[src/rtl/adder_bsr_chain.sv]
// Boundary-scan register around an adder: scan cells drive the adder inputs and
// observe its outputs. TAP DR strobes act as clock enables on the system clock.
module adder_bsr_chain #(
    parameter int BIT_WIDTH = 4
) (
    input  logic                 clk,
    input  logic                 rst,
    input  logic                 capture_dr,
    input  logic                 shift_dr,
    input  logic                 update_dr,
    input  logic                 mode,
    input  logic                 tdi,
    output logic                 tdo,
    input  logic [BIT_WIDTH-1:0] sys_a,
    input  logic [BIT_WIDTH-1:0] sys_b,
    input  logic                 sys_cin,
    output logic [BIT_WIDTH-1:0] a,
    output logic [BIT_WIDTH-1:0] b,
    output logic                 carry_in,
    input  logic [BIT_WIDTH-1:0] sum,
    input  logic                 overflow,
    output logic [BIT_WIDTH-1:0] sys_sum,
    output logic                 sys_overflow
);

    localparam int W = BIT_WIDTH;
    localparam int N = 3 * W + 2;

    logic [N-1:0] sr;
    logic [N-1:0] ur;
    logic [N-1:0] cap_val;

    // Input cells capture what the adder actually sees, i.e. after the mode mux.
    assign cap_val = {overflow, sum, carry_in, b, a};
    assign tdo     = sr[0];

    always_ff @(posedge clk) begin
        if (rst) begin
            sr <= '0;
            ur <= '0;
        end else begin
            if (capture_dr) begin
                sr <= cap_val;
            end else if (shift_dr) begin
                sr <= {tdi, sr[N-1:1]};
            end
            if (update_dr) begin
                ur <= sr;
            end
        end
    end

    always_comb begin
        a            = sys_a;
        b            = sys_b;
        carry_in     = sys_cin;
        sys_sum      = sum;
        sys_overflow = overflow;
        if (mode) begin
            a            = ur[W-1:0];
            b            = ur[2*W-1:W];
            carry_in     = ur[2*W];
            sys_sum      = ur[3*W:2*W+1];
            sys_overflow = ur[3*W+1];
        end
    end

endmodule

[config.mk]
export PLATFORM = sky130hd
export DESIGN_NAME = adder_bsr_chain
export DESIGN_NICKNAME = d
export VERILOG_FILES = /design/src/rtl/adder_bsr_chain.sv
export SDC_FILE = /design/constraint.sdc
export NUM_CORES = 1
export LEC_CHECK = 0
export ABC_AREA = 1
export BUFFER_PORTS_ARGS = -buffer_cell sky130_fd_sc_hd__buf_2
export CAP_MARGIN = 20
export CORE_MARGIN = 5
export CORE_UTILIZATION = 54
export DETAILED_ROUTE_END_ITERATION = 10
export PLACE_DENSITY = 0.87
export SETUP_SLACK_MARGIN = 0.05
export SYNTH_ARGS = -nofsm -noshare
export SYNTH_HDL_FRONTEND = slang
export SYNTH_SLANG_ARGS = --single-unit
[constraint.sdc]
create_clock -name clk -period 1 [get_ports clk]
set_input_delay 0.1 -clock clk [delete_from_list [all_inputs] [get_ports clk]]
set_output_delay 0.1 -clock clk [all_outputs]
set_load 0.05 [all_outputs]
==> results.md <==
* Status: finished with violations
* Total track usage at 22.1%
* CTS buffer count at 3
* Max cap viols at 0
* Critical Path Fanout Max at 2
* Hold WC Path Type: in2reg
* Initial core utilization at 57.5%
* DR WL/cell at 14.3 um
* Clock sink total at 28
* Fillers at 139
* Ratio of cells with drive above 1 in the final layout at 44.0%
* Die area at 3480 um2
* Multi-input logic area at 699 um2
* Initial antenna violation count at 0
* DR vias at 1495
* Setup slack, reg-to-reg at -80 ps
* F_max at 866 MHz
* Core Area at 2250 um2
* Post-Layout Cell Count at 276
* Slew Viols, Final at 0
* Die Ht at 59.0 um
* Kind of critical path: reg2out
* Most frequent cells in the layout: nor2_1, nand2_1, o21ai_0
* Sequential share of power at 48.4%
* Syn avg cell area at 6.76 um2
* CP cell instances: inv_2, nand2_2, and2_4, buf_8
* # DRC at 0
* CTS clk-pin slew, worst paths at 150 ps
* CTS tree: built
* VDD IR max at 1.45 mV
* Setup TNS at -1290 ps
* Mapped Nets at 213
* Syn-to-layout area delta at 48.0%
* Leak at 0.000917 uW
* HPWL Detailed at 2270 um
* Crit end category: output port
* Min cycle time layout at 1160 ps
* Final net count at 270
* P per Cell Area at 1350 nW/um2
* Leading area contributor after synthesis: dfxtp_1
* Clk_skew at 1.16 ps
* Internal power at 1750 uW
* Area contributors post-synth: dfxtp_1, nand2_1, o21ai_0
* Max stage delay cell, worst path: dfxtp_2
* Met1 WL at 1550 um
* Failing checks: negative setup slack
* Yosys cell types at 17
* Final worst slack at -155 ps
* Port buffer count at 35
* Max-slew headroom at 81.9%
* Crit path DAT at 1060 ps
* Number of global-route vias before repair at 1362
* Post-synthesis cell area at 1300 um2
* Clk buf depth at 2
* Final hold vios at 0
* I/O pin count at 36
* ANT cells at 0
* Gate power share at 30.1%
* Clock root buffer: clkbuf_4
* Required @ worst endpoint at 900 ps
* Setup crit start kind: flip-flop
* Commonest non-fill, non-tap cell in the layout: nor2_1
* First-pass GRT wire length at 5950 um
* Fin crit share at 116%
* Die Span X at 59.0 um
* Post-placement cell count at 256
* Final ANT Viol Nets at 0
* Met2 Routed Length at 2010 um
* # H-tree levels at 1
* 1st-iter DRT viols at 67
* Clock power share at 21.5%
* Routed wire length on met3 at 310 um
* Top Layer Used: met4
* DRT Wirelength at 3960 um
* Fin Hold WS at 99.4 ps
* Net Sw Frac at 32.6%
* Share of the synthesized area in the top cell type at 43.2%
* CP peak stage delay at 340 ps
* Avg Vias per Cell at 5.42
* # rows at 17
* RSZ-0062 raised after global routing: true
* Grt ovf at 0
* Register Area at 579 um2
* Gate Count Post-Synth at 192
* Seq/Total Area, Yosys at 43.2%
* Clk Latency, worst-skew pair at 330 ps
* Net Sw Power at 846 uW
* Final setup fails at 15
* Slew @ Worst Pin at 270 ps
* TritonRoute pass-1 iters at 4
* Yosys reg bits at 28
* Placer Congestion at 0.853
* Largest net degree at the start of global routing at 16
* YS warnings at 0
[cells in the mapped netlist (all sizes together)]
library cell / instances
inv: 12
clkinv: 1
dfxtp: 28
nor3: 5
a21oi: 19
o21ai: 32
clkbuf: 2
nand2: 46
nand3: 6
nor2: 32
and2: 1
buf: 8
[critical path, delay by kind of cell, from the launching register on]
| family | cells | cell delay, ps |
|---|---|---|
| buffers and inverters | 2 | 190 |
| AND/OR/NAND/NOR | 2 | 190 |
| flip-flops | 1 | 340 |
[area by class of cell]
| class | count | area share, % |
|---|---|---|
| timing repair buffer | 62 | 27.2 |
| multi-input combinational | 141 | 36.4 |
| clock buffer | 4 | 1.89 |
| inverter | 13 | 2.54 |
| sequential | 28 | 30.2 |
| tap | 28 | 1.82 |
[logic make-up after synthesis]
| family | share of synthesized area, % |
|---|---|
| buf+inv | 8.97 |
| flops | 43.2 |
| compound gates | 20.0 |
| simple gates | 27.9 |
[stage by stage]
stage	power, uW	cell area, um2	utilization, %	setup WS, ps
5_1_grt	2710	1920	85.2	-203
2_1_floorplan	1680	1330	-	-15.8
4_1_cts	2550	1870	83.1	-158
3_5_place_dp	1830	1550	68.9	-59.1
3_3_place_gp	1820	1550	68.9	-38.2
6_report	2600	1920	85.2	-155
[state kept, by name, indices dropped and copies added (netlist names)]
| signal | flops |
|---|---|
| sr | 14 |
| ur | 14 |
[routing by layer]
layer	GRT usage, %	up-vias
met3	5.45	11
met1	25.7	683
met4	8.74	0
met5	0	-
li1	-	731
met2	38.6	70
[timing repair]
action	CTS	global route
resized for setup	65	10
setup endpoints to repair	15	16
gates cloned	0	0
pin swaps	10	2
buffers inserted	11	4
hold buffers	2	0
hold endpoints to repair	2	0
[final timing paths]
| path | startpoint | to | depth (start not counted) |
|---|---|---|---|
| max | ur[6]$_SDFFE_PP0P_ | b[2] | 4 |
| min | rst | sr[10]$_SDFFE_PP0P_ | 4 |
| max reg2reg | ur[6]$_SDFFE_PP0P_ | sr[6]$_SDFFE_PP0P_ | 8 |
| min reg2reg | sr[5]$_SDFFE_PP0P_ | sr[4]$_SDFFE_PP0P_ | 2 |
[power groups by stage]
stage,Clock [uW],Combinational (uW),Sequential [uW]
after floorplan,0,414,1260
after global placement,0,561,1260
after detailed placement,0,571,1260
after CTS,565,735,1250
after global routing,611,833,1260
final,559,781,1260
Power figures use the tool's default switching activity.
